**src/rtl/booth_accumulator_if.sv**
```systemverilog
// Handshake bundle between a Booth term encoder, the accumulator and the product consumer.
// master drives term sets and consumes products; slave is the accumulator side.
interface booth_accumulator_if #(
    parameter int unsigned PP_WIDTH  = 64,
    parameter int unsigned NUM_TERMS = 17
);
    logic                          in_valid;
    logic                          in_ready;
    logic [PP_WIDTH*NUM_TERMS-1:0] terms;
    logic                          out_valid;
    logic                          out_ready;
    logic [PP_WIDTH-1:0]           product;

    modport master (
        output in_valid,
        output terms,
        output out_ready,
        input  in_ready,
        input  out_valid,
        input  product
    );

    modport slave (
        input  in_valid,
        input  terms,
        input  out_ready,
        output in_ready,
        output out_valid,
        output product
    );
endinterface

```
**src/rtl/booth_accumulator.sv**
```systemverilog
// Sequential Booth partial-product accumulator: latches a full term set, adds one term per
// cycle, then holds the product until the consumer takes it.
module booth_accumulator #(
    parameter int unsigned DATA_WIDTH = 32,
    parameter int unsigned NUM_TERMS  = DATA_WIDTH / 2 + 1,
    parameter int unsigned PP_WIDTH   = 2 * DATA_WIDTH
) (
    input  logic                clk,
    input  logic                rst,
    booth_accumulator_if.slave  bus,
    output logic                busy
);
    localparam int unsigned CntW = (NUM_TERMS > 1) ? $clog2(NUM_TERMS) : 1;
    localparam logic [CntW-1:0] LastCnt = CntW'(NUM_TERMS - 1);

    typedef enum logic [1:0] {StIdle, StAccum, StDone} state_e;

    state_e                        state_q, state_d;
    logic [PP_WIDTH-1:0]           acc_q, acc_d;
    logic [CntW-1:0]               cnt_q, cnt_d;
    logic [PP_WIDTH*NUM_TERMS-1:0] terms_q, terms_d;
    logic [PP_WIDTH-1:0]           cur_term;

    assign cur_term = terms_q[32'(cnt_q) * PP_WIDTH +: PP_WIDTH];

    always_ff @(posedge clk) begin
        if (rst) begin
            state_q <= StIdle;
            acc_q   <= '0;
            cnt_q   <= '0;
            terms_q <= '0;
        end else begin
            state_q <= state_d;
            acc_q   <= acc_d;
            cnt_q   <= cnt_d;
            terms_q <= terms_d;
        end
    end

    always_comb begin
        state_d = state_q;
        acc_d   = acc_q;
        cnt_d   = cnt_q;
        terms_d = terms_q;
        unique case (state_q)
            StIdle: begin
                if (bus.in_valid) begin
                    terms_d = bus.terms;
                    acc_d   = '0;
                    cnt_d   = '0;
                    state_d = StAccum;
                end
            end
            StAccum: begin
                // Carry out of the top bit is dropped: product is modulo 2^PP_WIDTH.
                acc_d = acc_q + cur_term;
                cnt_d = cnt_q + 1'b1;
                if (cnt_q == LastCnt) begin
                    cnt_d   = '0;
                    state_d = StDone;
                end
            end
            StDone: begin
                if (bus.out_ready) begin
                    state_d = StIdle;
                end
            end
            default: state_d = StIdle;
        endcase
    end

    assign bus.in_ready  = (state_q == StIdle);
    assign bus.out_valid = (state_q == StDone);
    assign bus.product   = acc_q;
    assign busy          = (state_q != StIdle);
endmodule

```
**src/flat_wrapper.sv**
```systemverilog
// flat-port wrapper written by rule: the top's interface ports become plain ports
module booth_accumulator_flat 
#(
    parameter int unsigned DATA_WIDTH = 32,
    parameter int unsigned NUM_TERMS  = DATA_WIDTH / 2 + 1,
    parameter int unsigned PP_WIDTH   = 2 * DATA_WIDTH
)
  (clk, rst, busy, bus_in_valid, bus_terms, bus_out_ready, bus_in_ready, bus_out_valid, bus_product);
  booth_accumulator_if #(.PP_WIDTH(PP_WIDTH), .NUM_TERMS(NUM_TERMS)) bus_i ();
  input  logic clk;
  input  logic rst;
  output logic busy;
  input wire logic [$bits(bus_i.in_valid)-1:0] bus_in_valid;
  input wire logic [$bits(bus_i.terms)-1:0] bus_terms;
  input wire logic [$bits(bus_i.out_ready)-1:0] bus_out_ready;
  output wire logic [$bits(bus_i.in_ready)-1:0] bus_in_ready;
  output wire logic [$bits(bus_i.out_valid)-1:0] bus_out_valid;
  output wire logic [$bits(bus_i.product)-1:0] bus_product;
  assign bus_i.in_valid = bus_in_valid;
  assign bus_i.terms = bus_terms;
  assign bus_i.out_ready = bus_out_ready;
  assign bus_in_ready = bus_i.in_ready;
  assign bus_out_valid = bus_i.out_valid;
  assign bus_product = bus_i.product;
  booth_accumulator #(.DATA_WIDTH(DATA_WIDTH), .NUM_TERMS(NUM_TERMS), .PP_WIDTH(PP_WIDTH)) u_core (.clk(clk), .rst(rst), .bus(bus_i), .busy(busy));
endmodule
```
**config.mk**
```make
export PLATFORM = sky130hd
export DESIGN_NAME = booth_accumulator_flat
export DESIGN_NICKNAME = d
export VERILOG_FILES = /design/src/rtl/booth_accumulator_if.sv /design/src/rtl/booth_accumulator.sv /design/src/flat_wrapper.sv
export SDC_FILE = /design/constraint.sdc
export NUM_CORES = 2
export LEC_CHECK = 0
export CORE_AREA = 2 2 447 449
export CTS_BUF_LIST = sky130_fd_sc_hd__clkbuf_4 sky130_fd_sc_hd__clkbuf_8
export DETAILED_ROUTE_END_ITERATION = 8
export DIE_AREA = 0 0 449 451
export GPL_TIMING_DRIVEN = 1
export SYNTH_ARGS = -nofsm -noshare
export SYNTH_HDL_FRONTEND = slang
export SYNTH_SLANG_ARGS = --single-unit
```
**constraint.sdc**
```tcl
create_clock -name clk -period 5.37 [get_ports clk]
set_input_delay 0.537 -clock clk [delete_from_list [all_inputs] [get_ports clk]]
set_output_delay 0.537 -clock clk [all_outputs]
set_load 0.01 [all_outputs]
```
# Yosys cells after proc, flatten, opt, wreduce, memory -nomap -nowiden
# Index checks and enable logic that the tools add are counted.
[word_totals] regBits=1159 latchBits=0 ram_bits=0 romBits=0 out_inout_bits=67 word_cells=28 mem_count=0
[op_classes] add_sub_neg=2 mul=0 n_div=0 n_lt_le_gt_ge=0 eq_ne=6 n_shift=1 n_mux=9 bitwise_logic=0 n_reduce_logical=6
[ops] op="1088-bit by 12-bit indexed part select with 64-bit output" count=1
[ops] op="64-bit case mux with 2 select lines" count=1
[ops] op="64-bit adder" count=1
[ops] op="64-bit two-way mux" count=1
[ops] op="5-bit two-way mux" count=2
[ops] op="5-bit case mux with 2 select lines" count=1
[ops] op="2-bit two-way mux" count=3
[ops] op="2-bit case mux with 3 select lines" count=1
[ops] op="5-bit by 1-bit adder with 5-bit output (second input constant)" count=1
[ops] op="5-bit == test (second input constant)" count=1
[ops] op="2-bit != test (second input constant)" count=2
[ops] op="2-bit AND reduction" count=2
[ops] op="2-bit nonzero test" count=2
[ops] op="3-bit AND reduction" count=1
[ops] op="2-bit by 1-bit == test with 1-bit output (second input constant)" count=1
[ops] op="2-bit == test (second input constant)" count=1
[ops] op="2-bit zero test" count=1
[ops] op="2-bit by 1-bit != test with 1-bit output (second input constant)" count=1

# Depth between registers and ports, before layout
[logic_depth] depth_word=3 ltp_mapped=20 depth_no_buf=18

# Worst setup path before layout
# No wires, ideal clock.
[synth_path] path_type="flip-flop to flip-flop" from="register u_core.cnt_q[0]" to="register u_core.acc_q[52], in the netlist u_core.bus.product[52]" setup_ns=0.125 arrival_ns=4.334 t_required_ns=5.245 slack_ns=0.911 stages_incl_launch_ff=21 n_path_buf=3 cell_sequence="dfxtp_1 -> buf_2 -> clkbuf_1 -> buf_2 -> mux4_2 -> mux4_2 -> inv_1 -> o21ai_0 -> ha_1 -> inv_1 -> fa_1 -> nand2b_1 -> a21oi_1 -> o21a_1 -> a21bo_1 -> a211oi_2 -> o31ai_4 -> a211oi_4 -> nor3_1 -> o311ai_1 -> nand2_1"
[synth_between] elab_chain_cells=3
[synth_lines] element="start, declared" line="booth_accumulator.sv:20" rtl="logic [CntW-1:0] cnt_q, cnt_d;"
[synth_lines] element="start signal, assigned" line="booth_accumulator.sv:35" rtl="cnt_q <= cnt_d;"
[synth_lines] element="1088-bit by 12-bit indexed part select with 64-bit output" line="booth_accumulator.sv:24" rtl="assign cur_term = terms_q[32'(cnt_q) * PP_WIDTH +: PP_WIDTH];"
[synth_lines] element="64-bit adder" line="booth_accumulator.sv:56" rtl="acc_d = acc_q + cur_term;"
[synth_lines] element="64-bit case mux with 2 select lines" line="booth_accumulator.sv:45" rtl="unique case (state_q)"
[synth_lines] element="end signal, assigned" line="booth_accumulator.sv:29" rtl="acc_q <= '0;"
[synth_lines] element="end signal, assigned" line="booth_accumulator.sv:34" rtl="acc_q <= acc_d;"
[synth_lines] element="end, declared" line="booth_accumulator.sv:19" rtl="logic [PP_WIDTH-1:0] acc_q, acc_d;"
# No other way between the ends.
# A chain may end at the register's enable or synchronous reset.

# Worst setup path in the final report
[layout_path] from="register u_core.cnt_q[0]" to="register u_core.acc_q[63], in the netlist u_core.bus.product[63]"
# Same word-level chain as after synthesis.

==> flow_summary.json <==
{
  "crit_buf_inv": 3,
  "die_h_um": 451,
  "start_util_pct": 25.8,
  "synthesis.nets": 7271,
  "yosysMostFrequentCell": "nand2_1",
  "path_class": "register to register",
  "crit_arrival_ns": 5.92,
  "hpwl_um": 197000,
  "holdPathStages": 3,
  "rsz0062_at_grt": "no",
  "fmax_mhz": 199,
  "maxCapViolations": 0,
  "hold_end": "u_core.terms_q[428]$_SDFFE_PP0P_",
  "cts_tree": "done",
  "slowest_stage": "mux4_2",
  "synthCells": 6113,
  "port_buffers": 1158,
  "std_cell_rows": 164,
  "final_area_um2": 72500,
  "top_level_ports": 1159,
  "rrSetupSlack_ns": 0.34,
  "crit_fanout": 43,
  "slew_violations": 0,
  "finalHoldViolCount": 0,
  "rr_startpoint": "u_core.cnt_q[0]$_SDFFE_PP0P_",
  "drt-initial-drc-count": 5118,
  "place_area_um2": 65300,
  "numCtsBuffers": 199,
  "yosys.area.top_type": "dfxtp_1",
  "cp_top_family": "compound AO/OA/AOI/OAI gates",
  "clk_latency_ns": 1.00,
  "synthTopCellsByArea": "dfxtp_1, nand2_1, mux4_2",
  "vias": 50606,
  "tns_ns": 0,
  "end_kind": "register",
  "synth.top_cell.area_share_pct": 45.3,
  "crit_chain": "buf_12 -> mux4_2 -> mux4_2 -> inv_1 -> o21ai_0 -> ha_1 -> a21oi_1 -> a21boi_1 -> o311ai_2 -> nand3_1 -> o311ai_1 -> buf_4 -> o211ai_2 -> a31oi_2 -> xnor2_1 -> a21oi_1 -> o22ai_1",
  "ir_drop_mv": 0.234,
  "ys_seq_area_share_pct": 45.3,
  "instances_no_fill": 10204,
  "synth_edf_count": 0,
  "globalplace.congestion": 0.949,
  "htree_levels": 4,
  "cts_setup_buffers": 0,
  "dieArea_um2": 202000,
  "relSlewSlack_pct": 18.5,
  "antenna_found_initial": 109,
  "vias_per_cell": 4.96,
  "die_width_um": 449,
  "hold_class": "input port to register",
  "cp.required_ns": 6.27,
  "drcViolationCount": 0,
  "drt_wl_total_um": 253000,
  "max_stage_delay_ns": 0.67,
  "setup_viol": 0,
  "dpl.cell_count": 9528,
  "r2r-end": "u_core.bus.product[63]$_SDFFE_PP0P_",
  "grt_usage_pct": 24.0,
  "clkTransAtPathRegs_ns": 0.07,
  "ant_nets": 0,
  "cts_buffer_depth": 3,
  "syn_avg_cell_area_um2": 8.38,
  "coreArea_um2": 198000,
  "status": "finished clean",
  "min_period_ns": 5.03,
  "grt_pass1_wl_um": 353000,
  "synth.ff_latch_count": 1159,
  "ys_warn_count": 0,
  "synth.top_cells.by_count": "nand2_1, a21oi_1, dfxtp_1",
  "cts.sinks": 1159,
  "wire_per_inst_um": 24.8,
  "clockRootBuffer": "clkbuf_8",
  "synth.cell_area_um2": 51200,
  "power.total_mw": 22.0,
  "firstDrtPassIters": 6,
  "async_flop_share_pct": 0,
  "powerDensity_nw_per_um2": 303,
  "post_route_cells_drive_above_1_share_pct": 10.8,
  "final_nets": 8492,
  "grt_overflow": 0,
  "skew_ns": 0.0547,
  "synth_top_flop_cell": "dfxtp_1",
  "ys_types": 73,
  "rr_worst_depth": 17,
  "min_from": "bus_terms[428]",
  "grt_pass1_vias": 48996,
  "start_kind": "register",
  "grt_max_degree": 223,
  "worst_pin_slew_ns": 1.22,
  "min_period_over_period_pct": 93.6,
  "syn_to_final_growth_pct": 41.6,
  "power_leakage_nw": 26.2
}
## kinds of logic (layout without fill, tap and decap cells)
group / count (synthesis) / count (layout) / share of synthesized area (%)
compound gates: 1429 / 1429 / 14.7
xor+xnor: 59 / 59 / 1.01
fa+ha+maj: 66 / 66 / 1.63
buf+inv: 574 / 1959 / 4.31
flops: 1159 / 1159 / 45.3
mux: 324 / 324 / 14.1
other cells: 0 / 50 / 0
simple gates: 2502 / 2502 / 18.9
## sequential cells by signal (all words and copies together) (netlist names)
register,count
u_core.cnt_q,5
u_core.state_q,2
u_core.bus.product,64
u_core.terms_q,1088
## area by class of cell
cell class                      count  area (um^2)
Inverter                           87          327
Clock buffer                      314         3930
Sequential cell                  1159        23200
Timing Repair Buffer             1507        15200
Antenna cell                       50          125
Tap cell                         2656         3320
Fill cell                       20426       126000
Clock inverter                     51          523
Multi-Input combinational cell   4380        25800
## cells in the final DEF, fill, tap and decap left out, drive strengths merged, types with 3 or more instances in the layout
cell	count
nand4	16
nor3b	5
and4	3
a31oi	8
xnor2	39
a21oi	1180
clkdlybuf4s50	1157
o311ai	5
o211ai	8
xor2	20
nand2b	7
buf	89
nand3	31
o21a	7
a21boi	5
nor4	3
mux2i	4
o31ai	4
nor2b	8
bufinv	8
a211oi	6
clkinvlp	7
nor3	12
inv	92
diode	50
mux4	319
a21o	19
clkbuf	314
o21ai	130
ha	65
o21bai	17
nand2	2331
and3	8
dlygate4sd3	261
clkinv	31
or2	3
dfxtp	1159
nor2	64
and2	5
a22oi	23
## worst reg2reg max path, delay by kind of cell, from the launching register on
kind	cells	cell delay [ns]
AOI/OAI and AO/OA	9	1.71
muxes	2	1.27
buffers and inverters	3	0.59
DFF	1	0.47
adders and majority gates	1	0.38
and+or+nand+nor	1	0.34
xor gates and xnor gates	1	0.16
## how the worst max path moves through the flow
| stage | startpoint | to | slack, ns | depth (start not counted) |
|---|---|---|---|---|
| after global placement | u_core.cnt_q[0]$_SDFFE_PP0P_ | u_core.bus.product[63]$_SDFFE_PP0P_ | 0.21 | 18 |
| after CTS | u_core.cnt_q[0]$_SDFFE_PP0P_ | u_core.bus.product[63]$_SDFFE_PP0P_ | 0.18 | 18 |
| after global routing | u_core.cnt_q[0]$_SDFFE_PP0P_ | u_core.bus.product[63]$_SDFFE_PP0P_ | 0.02 | 17 |
| after detailed placement | u_core.cnt_q[0]$_SDFFE_PP0P_ | u_core.bus.product[63]$_SDFFE_PP0P_ | 0.21 | 17 |
| after floorplan | u_core.cnt_q[0]$_SDFFE_PP0P_ | u_core.bus.product[52]$_SDFFE_PP0P_ | 0.91 | 20 |
| final | u_core.cnt_q[0]$_SDFFE_PP0P_ | u_core.bus.product[63]$_SDFFE_PP0P_ | 0.34 | 17 |
## stage by stage
stage | setup slack (ns) | hold slack, ns | utilization [%]
final | 0.342 | 0.115 | 36.6
after detailed placement | 0.211 | 0.443 | 33.0
after CTS | 0.180 | 0.0000531 | 36.5
after global placement | 0.210 | 0.439 | 33.0
after floorplan | 0.911 | 0.433 | -
after global routing | 0.0196 | 0.0682 | 36.6
## per-layer routing
metal	routed length, um	share of wire (%)	GRT usage, %	up-vias
met5	126	0.050	0	-
met4	11300	4.4	11.0	20
met3	18900	7.4	5.75	492
met2	114000	45	36.8	2164
met1	110000	43	31.7	24691
li1	-	-	-	23239
## power by group
part | leakage [nW] | total, mW | internal, mW | switching [mW]
sequential | 9.51 | 9.52 | 9.12 | 0.397
combinational | 14.3 | 3.47 | 1.68 | 1.78
clock | 2.36 | 8.99 | 5.04 | 3.96
total | 26.2 | 22.0 | 15.8 | 6.14
## repair_timing
item,4_1_cts,5_1_grt
hold buffers,261,0
setup endpoints to repair,0,2
resized for setup,0,2
hold endpoints to repair,299,0
Note: power is estimated with default switching activity, not from simulation.
